**src/rtl/ps2_kbd_pkg.sv**
```systemverilog
// Shared constants, event type and pop-FSM state encoding for the PS/2 keyboard sequencer.
package ps2_kbd_pkg;

  localparam logic [7:0] PS2_PFX_EXT   = 8'hE0;
  localparam logic [7:0] PS2_PFX_BRK   = 8'hF0;
  localparam logic [7:0] PS2_PFX_PAUSE = 8'hE1;
  localparam logic [7:0] PS2_ERR_00    = 8'h00;
  localparam logic [7:0] PS2_BAT_OK    = 8'hAA;
  localparam logic [7:0] PS2_ACK       = 8'hFA;
  localparam logic [7:0] PS2_RESEND    = 8'hFE;
  localparam logic [7:0] PS2_ERR_FF    = 8'hFF;

  typedef struct packed {
    logic       brk;
    logic       ext;
    logic [7:0] code;
  } ps2_evt_t;

  typedef enum logic [1:0] {
    StIdle,
    StPop,
    StSettle
  } pop_state_e;

  // Bytes that are consumed but never become events and leave the prefix flags alone.
  function automatic logic ps2_is_drop(input logic [7:0] b);
    return (b == PS2_PFX_PAUSE) || (b == PS2_ERR_00) || (b == PS2_BAT_OK) ||
           (b == PS2_ACK) || (b == PS2_RESEND) || (b == PS2_ERR_FF);
  endfunction

endpackage

```
**src/rtl/ps2_kbd_ctrl_if.sv**
```systemverilog
// Valid/ready key-event stream between the keyboard sequencer and its consumer.
interface ps2_kbd_ctrl_if;
  import ps2_kbd_pkg::*;

  logic     evt_valid;
  logic     evt_ready;
  ps2_evt_t evt_data;

  modport master (
    output evt_valid,
    output evt_data,
    input  evt_ready
  );

  modport slave (
    input  evt_valid,
    input  evt_data,
    output evt_ready
  );

endinterface

```
**src/rtl/ps2_evt_fifo.sv**
```systemverilog
// Synchronous key-event FIFO with extra-MSB pointers and registered head data.
module ps2_evt_fifo
  import ps2_kbd_pkg::*;
#(
  parameter int unsigned DEPTH = 4
) (
  input  logic     clk,
  input  logic     rst,
  input  logic     push,
  input  ps2_evt_t wdata,
  input  logic     pop,
  output ps2_evt_t rdata,
  output logic     full,
  output logic     empty,
  output logic     drop
);

  localparam int unsigned AW = $clog2(DEPTH);
  typedef logic [AW:0] ptr_t;

  ps2_evt_t mem_q [DEPTH];
  ptr_t     wptr_q, wptr_d;
  ptr_t     rptr_q, rptr_d;
  ps2_evt_t rdata_q, rdata_d;
  logic     do_push, do_pop;

  assign empty = (wptr_q == rptr_q);
  assign full  = (wptr_q[AW] != rptr_q[AW]) && (wptr_q[AW-1:0] == rptr_q[AW-1:0]);
  assign rdata = rdata_q;

  always_comb begin
    do_pop  = pop & ~empty;
    do_push = push & (~full | do_pop);
    drop    = push & ~do_push;
    wptr_d  = wptr_q + ptr_t'(do_push);
    rptr_d  = rptr_q + ptr_t'(do_pop);
    // Pre-compute the head that will be visible after this edge.
    if (rptr_d == wptr_d) begin
      rdata_d = rdata_q;
    end else if (rptr_d == wptr_q) begin
      rdata_d = wdata;
    end else begin
      rdata_d = mem_q[rptr_d[AW-1:0]];
    end
  end

  always_ff @(posedge clk) begin
    if (rst) begin
      wptr_q  <= '0;
      rptr_q  <= '0;
      rdata_q <= '0;
    end else begin
      wptr_q  <= wptr_d;
      rptr_q  <= rptr_d;
      rdata_q <= rdata_d;
    end
  end

  always_ff @(posedge clk) begin
    if (!rst && do_push) begin
      mem_q[wptr_q[AW-1:0]] <= wdata;
    end
  end

endmodule

```
**src/rtl/ps2_kbd_ctrl.sv**
```systemverilog
// PS/2 scan-code sequencer: drains the receiver FIFO and folds E0/F0 prefixes into key events.
// Optional prefix timeout is built when PS2_KBD_CTRL_TIMEOUT_EN is defined.
module ps2_kbd_ctrl
  import ps2_kbd_pkg::*;
#(
  parameter int unsigned EVT_DEPTH = 4,
  parameter int unsigned TIMEOUT   = 1_000_000
) (
  input  logic                  clk,
  input  logic                  rst,
  input  logic                  kbd_ready,
  input  logic [7:0]            kbd_scan_code,
  input  logic                  kbd_overflow,
  output logic                  kbd_nextdata_n,
  ps2_kbd_ctrl_if.master        evt,
  output logic                  ovf_sticky,
  input  logic                  ovf_clr
);

  pop_state_e state_q, state_d;
  logic [7:0] byte_q;
  logic       ext_q, ext_d;
  logic       brk_q, brk_d;
  logic       nextdata_n_q, nextdata_n_d;
  logic       ovf_q, ovf_d;
  logic       push;
  ps2_evt_t   push_evt;
  ps2_evt_t   head_evt;
  logic       fifo_full, fifo_empty, fifo_drop;
  logic       tmo_fire;

  always_ff @(posedge clk) begin
    if (rst) begin
      state_q <= StIdle;
    end else begin
      state_q <= state_d;
    end
  end

  always_comb begin
    state_d = state_q;
    unique case (state_q)
      StIdle:   if (kbd_ready && !fifo_full) state_d = StPop;
      StPop:    state_d = StSettle;
      StSettle: state_d = StIdle;
      default:  state_d = StIdle;
    endcase
  end

  always_comb begin
    nextdata_n_d = (state_d != StPop);
    ext_d        = ext_q;
    brk_d        = brk_q;
    push         = 1'b0;
    push_evt     = {brk_q, ext_q, byte_q};
    if (state_q == StPop) begin
      if (byte_q == PS2_PFX_EXT) begin
        ext_d = 1'b1;
      end else if (byte_q == PS2_PFX_BRK) begin
        brk_d = 1'b1;
      end else if (!ps2_is_drop(byte_q)) begin
        push  = 1'b1;
        ext_d = 1'b0;
        brk_d = 1'b0;
      end
    end else if (tmo_fire) begin
      ext_d = 1'b0;
      brk_d = 1'b0;
    end
    // Set has priority over clear.
    ovf_d = ovf_q;
    if (kbd_overflow || fifo_drop || tmo_fire) begin
      ovf_d = 1'b1;
    end else if (ovf_clr) begin
      ovf_d = 1'b0;
    end
  end

  always_ff @(posedge clk) begin
    if (rst) begin
      byte_q       <= '0;
      ext_q        <= 1'b0;
      brk_q        <= 1'b0;
      nextdata_n_q <= 1'b1;
      ovf_q        <= 1'b0;
    end else begin
      if (state_q == StIdle && state_d == StPop) begin
        byte_q <= kbd_scan_code;
      end
      ext_q        <= ext_d;
      brk_q        <= brk_d;
      nextdata_n_q <= nextdata_n_d;
      ovf_q        <= ovf_d;
    end
  end

`ifdef PS2_KBD_CTRL_TIMEOUT_EN
  localparam int unsigned TW = $clog2(TIMEOUT + 1);
  logic [TW-1:0] tmo_cnt_q;

  // A consumed byte restarts the window, so a pop cycle never times out.
  assign tmo_fire = (ext_q | brk_q) && (state_q != StPop) &&
                    (tmo_cnt_q == TW'(TIMEOUT - 1));

  always_ff @(posedge clk) begin
    if (rst) begin
      tmo_cnt_q <= '0;
    end else if (state_q == StPop || tmo_fire || !(ext_q | brk_q)) begin
      tmo_cnt_q <= '0;
    end else begin
      tmo_cnt_q <= tmo_cnt_q + TW'(1);
    end
  end
`else
  logic unused_timeout;
  assign tmo_fire       = 1'b0;
  assign unused_timeout = ^TIMEOUT;
`endif

  ps2_evt_fifo #(
    .DEPTH (EVT_DEPTH)
  ) u_evt_fifo (
    .clk   (clk),
    .rst   (rst),
    .push  (push),
    .wdata (push_evt),
    .pop   (evt.evt_valid & evt.evt_ready),
    .rdata (head_evt),
    .full  (fifo_full),
    .empty (fifo_empty),
    .drop  (fifo_drop)
  );

  assign kbd_nextdata_n = nextdata_n_q;
  assign evt.evt_valid  = ~fifo_empty;
  assign evt.evt_data   = head_evt;
  assign ovf_sticky     = ovf_q;

endmodule

```
**src/flat_wrapper.sv**
```systemverilog
// flat-port wrapper written by rule: the top's interface ports become plain ports
module ps2_kbd_ctrl_flat import ps2_kbd_pkg::*;
#(
  parameter int unsigned EVT_DEPTH = 4,
  parameter int unsigned TIMEOUT   = 1_000_000
)
  (clk, rst, kbd_ready, kbd_scan_code, kbd_overflow, kbd_nextdata_n, ovf_sticky, ovf_clr, evt_evt_valid, evt_evt_data, evt_evt_ready);
  ps2_kbd_ctrl_if evt_i ();
  input  logic clk;
  input  logic rst;
  input  logic kbd_ready;
  input  logic [7:0] kbd_scan_code;
  input  logic kbd_overflow;
  output logic kbd_nextdata_n;
  output logic ovf_sticky;
  input  logic ovf_clr;
  output wire logic [$bits(evt_i.evt_valid)-1:0] evt_evt_valid;
  output wire logic [$bits(evt_i.evt_data)-1:0] evt_evt_data;
  input wire logic [$bits(evt_i.evt_ready)-1:0] evt_evt_ready;
  assign evt_evt_valid = evt_i.evt_valid;
  assign evt_evt_data = evt_i.evt_data;
  assign evt_i.evt_ready = evt_evt_ready;
  ps2_kbd_ctrl #(.EVT_DEPTH(EVT_DEPTH), .TIMEOUT(TIMEOUT)) u_core (.clk(clk), .rst(rst), .kbd_ready(kbd_ready), .kbd_scan_code(kbd_scan_code), .kbd_overflow(kbd_overflow), .kbd_nextdata_n(kbd_nextdata_n), .evt(evt_i), .ovf_sticky(ovf_sticky), .ovf_clr(ovf_clr));
endmodule
```
**config.mk**
```make
export PLATFORM = sky130hd
export DESIGN_NAME = ps2_kbd_ctrl_flat
export DESIGN_NICKNAME = d
export VERILOG_FILES = /design/src/rtl/ps2_kbd_pkg.sv /design/src/rtl/ps2_kbd_ctrl_if.sv /design/src/rtl/ps2_evt_fifo.sv /design/src/rtl/ps2_kbd_ctrl.sv /design/src/flat_wrapper.sv
export SDC_FILE = /design/constraint.sdc
export NUM_CORES = 1
export LEC_CHECK = 0
export ABC_CLOCK_PERIOD_IN_PS = 3600
export CAP_MARGIN = 20
export CORE_UTILIZATION = 35
export DETAILED_ROUTE_END_ITERATION = 10
export PLACE_DENSITY_LB_ADDON = 0.15
export SLEW_MARGIN = 30
export SYNTH_ARGS = -nofsm -noshare
export SYNTH_HDL_FRONTEND = slang
export SYNTH_HIERARCHICAL = 1
export SYNTH_SLANG_ARGS = --single-unit
```
**constraint.sdc**
```tcl
create_clock -name clk -period 3.6 [get_ports clk]
set_clock_uncertainty 0.1 [all_clocks]
set_input_delay 0.72 -clock clk [delete_from_list [all_inputs] [get_ports clk]]
set_output_delay 0.72 -clock clk [all_outputs]
set_load 0.005 [all_outputs]
```
==> results.toml, run 1 <==
[power_and_ir_drop]
pwr-share-seq_pct = 53.3
p_sw_share_pct = 25.3
p_total_mw = 1.69
power.density_nw_per_um2 = 456
pwr-share-clk_pct = 31.1
cellLeakagePower_nw = 1.30
vdd_ir_drop_max_mv = 0.183
switchingPower_mw = 0.428
p_int_mw = 1.26
p_comb_share_pct = 15.6

[final_layout]
final_common_cell = "edfxtp_1"
finish.instance_area_um2 = 3710
ff_latch_area_um2 = 1800
layout.nets = 287
fillers = 815
fin_cells = 379
num_antenna_cells = 0
multi_input_area_um2 = 1160
final_cell_mix = "40 x edfxtp_1, 30 x dfxtp_1, 26 x clkdlybuf4s50_1"
syn2layout_area_growth_pct = 20.9
drive_gt1_share_pct = 22.6

[timing]
worst_hold_slack_ns = 0.363
min_period_ns = 3.12
rsz0062_at_grt = "false"
worst_pin_slew_ns = 0.671
drv_slew = 0
period_share_pct = 86.7
max-slew-margin-rel_pct = 55.1
tns_ns = 0
setup_viol = 0
hold_violations = 0
maxClockFrequency_ghz = 0.320

[grt]
grtUsageMet2_pct = 24.3
grt.met1_usage_pct = 19.8
grt_pass1_wl_mm = 9.93
grt_most_used_layer = "met2"
grt_antenna_before_repair = 0
grt_overflow_total = 0
grt_max_degree = 31
grt_pass1_vias = 1850
track_usage_pct = 15.3
use_met3_pct = 2.63

[floorplan]
boundaryPins = 27
rows = 33
start_util_pct = 36.8
core-area_um2 = 8340
die_h_um = 95.6
die_x_um = 95.6
dieArea_um2 = 9140

[synthesis]
synth-async-reset-ratio_pct = 0
syn_avg_cell_area_um2 = 13.6
syn-num-nets = 243
syn_area_um2 = 3070
ys_warn_count = 6
synth_cells = 225
ys_ff_latch = 70
synth_ff_type = "edfxtp_1"
synth-edff-count = 40
post_synth_num_cell_types = 42
yosysSeqAreaShare_pct = 58.8

[clock_tree]
h-tree-depth = 3
clock-sinks = 70
cts_buffer_depth = 2
cts_buffers = 9
clkTransAtPathRegs_ns = 0.07
cts_tree = "yes"
cts_root_buf = "clkbuf_8"
clk_latency_ns = 0.34

[place]
place_area_um2 = 3550
dp_hpwl_mm = 4.05
gp_congestion = 0.694
io_buffer_count = 26
place_inst = 363

[setup_path]
slowest_stage = "or4_4"
crit_required_ns = 3.75
crit_start = "u_core/byte_q[0]"
path_cells = "or4_4 > a2111oi_4 > a2111oi_2 > o31ai_1 > inv_1 > ha_1 > ha_1 > xor2_1 > nor2_1 > buf_4 > a22oi_1 > a221oi_2"
r2r-start = "u_core/byte_q[0]"
worstSetupStartpointType = "flop"
reg2reg_to = "u_core/u_evt_fifo/rdata[7]"
crit_top_cell = "ha_1"
r2r_slack_ns = 0.48
worstPathArrival_ns = 3.28
crit_end = "u_core/u_evt_fifo/rdata[7]"
path_max_fanout = 11
critical_path.max_stage_delay_ns = 0.52
reg2reg_depth = 12
crit_path_end_kind = "flop"
critPathKind = "reg2reg"

[detailed_routing]
drtAntennaViolNets = 0
wl_mm = 6.14
drt-pass1-iter-count = 4
vias_per_cell = 4.97
vias = 1885
post_drt_wl_per_cell_um = 16.2
drc = 0
drt-initial-drc-count = 66

[run_status]
status = "completed"

[worst_hold_path]
hold_path_class = "reg2reg"

[flow_run]
cap_violations = 0
-- routing by layer --
metal | vias up | wire length (µm)
met1 | 915 | 2930
met3 | 8 | 178
li1 | 928 | -
met2 | 34 | 2940
met4 | 0 | 96
met5 | - | 0
-- power groups by stage --
stage                     logic (mW)  registers, mW  clock network, mW
after global placement         0.267          0.918                  0
final                          0.264          0.900              0.525
after global routing           0.291          0.904              0.575
after floorplan                0.158          0.922                  0
after detailed placement       0.268          0.919                  0
after CTS                      0.268          0.901              0.545
-- sequential cells by signal, indices dropped and copies added, names as in the netlist --
register,count
u_core/ovf_sticky,1
u_core/u_evt_fifo/wptr_q,3
u_core/state_q,2
u_core/brk_q,1
u_core/u_evt_fifo/rptr_q,3
u_core/kbd_nextdata_n,1
u_core/ext_q,1
u_core/u_evt_fifo/mem_q,40
u_core/u_evt_fifo/rdata,10
u_core/byte_q,8
-- how the worst min path moves through the flow --
stage	startpoint	to	slack [ns]	depth (start not counted)
after floorplan	u_core/u_evt_fifo/rdata[0]	u_core/u_evt_fifo/rdata[0]	0.36	2
after global placement	u_core/u_evt_fifo/rdata[2]	u_core/u_evt_fifo/rdata[2]	0.35	2
after detailed placement	u_core/u_evt_fifo/rdata[2]	u_core/u_evt_fifo/rdata[2]	0.35	2
after CTS	u_core/u_evt_fifo/rdata[8]	u_core/u_evt_fifo/rdata[8]	0.37	2
after global routing	u_core/u_evt_fifo/rdata[1]	u_core/u_evt_fifo/rdata[1]	0.38	2
final	u_core/u_evt_fifo/rdata[8]	u_core/u_evt_fifo/rdata[8]	0.36	2
-- final cells by class --
cell class                 count  share of cell area (%)
clock buffer                  11                    3.54
inverter                      15                    1.52
multi-input combinational    129                    31.4
clock inverter                 5                   0.709
sequential                    70                    48.6
tap                          105                    3.54
timing repair buffer          44                    10.7
-- what timing repair did --
action | in CTS | in global routing
endpoints found under the setup margin | 0 | 10
buffers inserted | 0 | 0
hold buffers | 0 | 0
resized for setup | 0 | 1
-- Yosys cell counts, types with 2 or more instances --
master / number / area share [%]
mux4_2: 8 / 5.9
edfxtp_1: 40 / 39
a21oi_1: 9 / 1.5
nor3_2: 2 / 0.65
inv_1: 15 / 1.8
mux4_1: 2 / 1.7
xnor2_1: 6 / 1.7
buf_6: 2 / 0.73
nand2b_1: 12 / 2.4
buf_2: 3 / 0.49
nand2_1: 19 / 2.3
ha_1: 4 / 1.6
clkbuf_1: 5 / 0.61
nor2_1: 8 / 0.98
nor3_1: 3 / 0.49
a221oi_2: 10 / 4.9
o31ai_1: 3 / 0.73
nor4b_1: 3 / 0.86
dfxtp_1: 30 / 20
xor2_1: 3 / 0.86
nor2b_1: 7 / 1.4
nor4_1: 2 / 0.41
a22oi_1: 10 / 2.4
-- cells by family after synthesis --
group	count (synthesis)	synth area share, %
buffers and inverters	26	3.92
DFF	70	58.8
and+or+nand+nor	67	12.6
xor gates and xnor gates	11	3.88
muxes	10	7.59
AOI/OAI and AO/OA	37	11.6
adders and majority gates	4	1.63
-- critical path: cells and delay by family (launching register included) --
kind	cells	cell delay, ns
DFF	1	0.40
and+or+nand+nor	2	0.65
buffers and inverters	2	0.28
xor gates and xnor gates	1	0.14
adders and majority gates	2	0.47
AOI/OAI and AO/OA	5	0.98
-- per-stage QoR --
| stage | util (%) | setup WS, ns |
|---|---|---|
| 4_1_cts | 44.4 | 0.223 |
| 2_1_floorplan | - | 0.525 |
| 6_report | 44.4 | 0.477 |
| 3_3_place_gp | 42.5 | 0.213 |
| 3_5_place_dp | 42.5 | 0.169 |
| 5_1_grt | 44.4 | 0.181 |
No activity file was read; power rests on OpenSTA's default activity.
==> run 2, diff against run 1 <==
ABC_CLOCK_PERIOD_IN_PS = default   (was 3600)
==> results of run 2 <==
The final DEF is identical to that of run 1; final timing and power are the same.
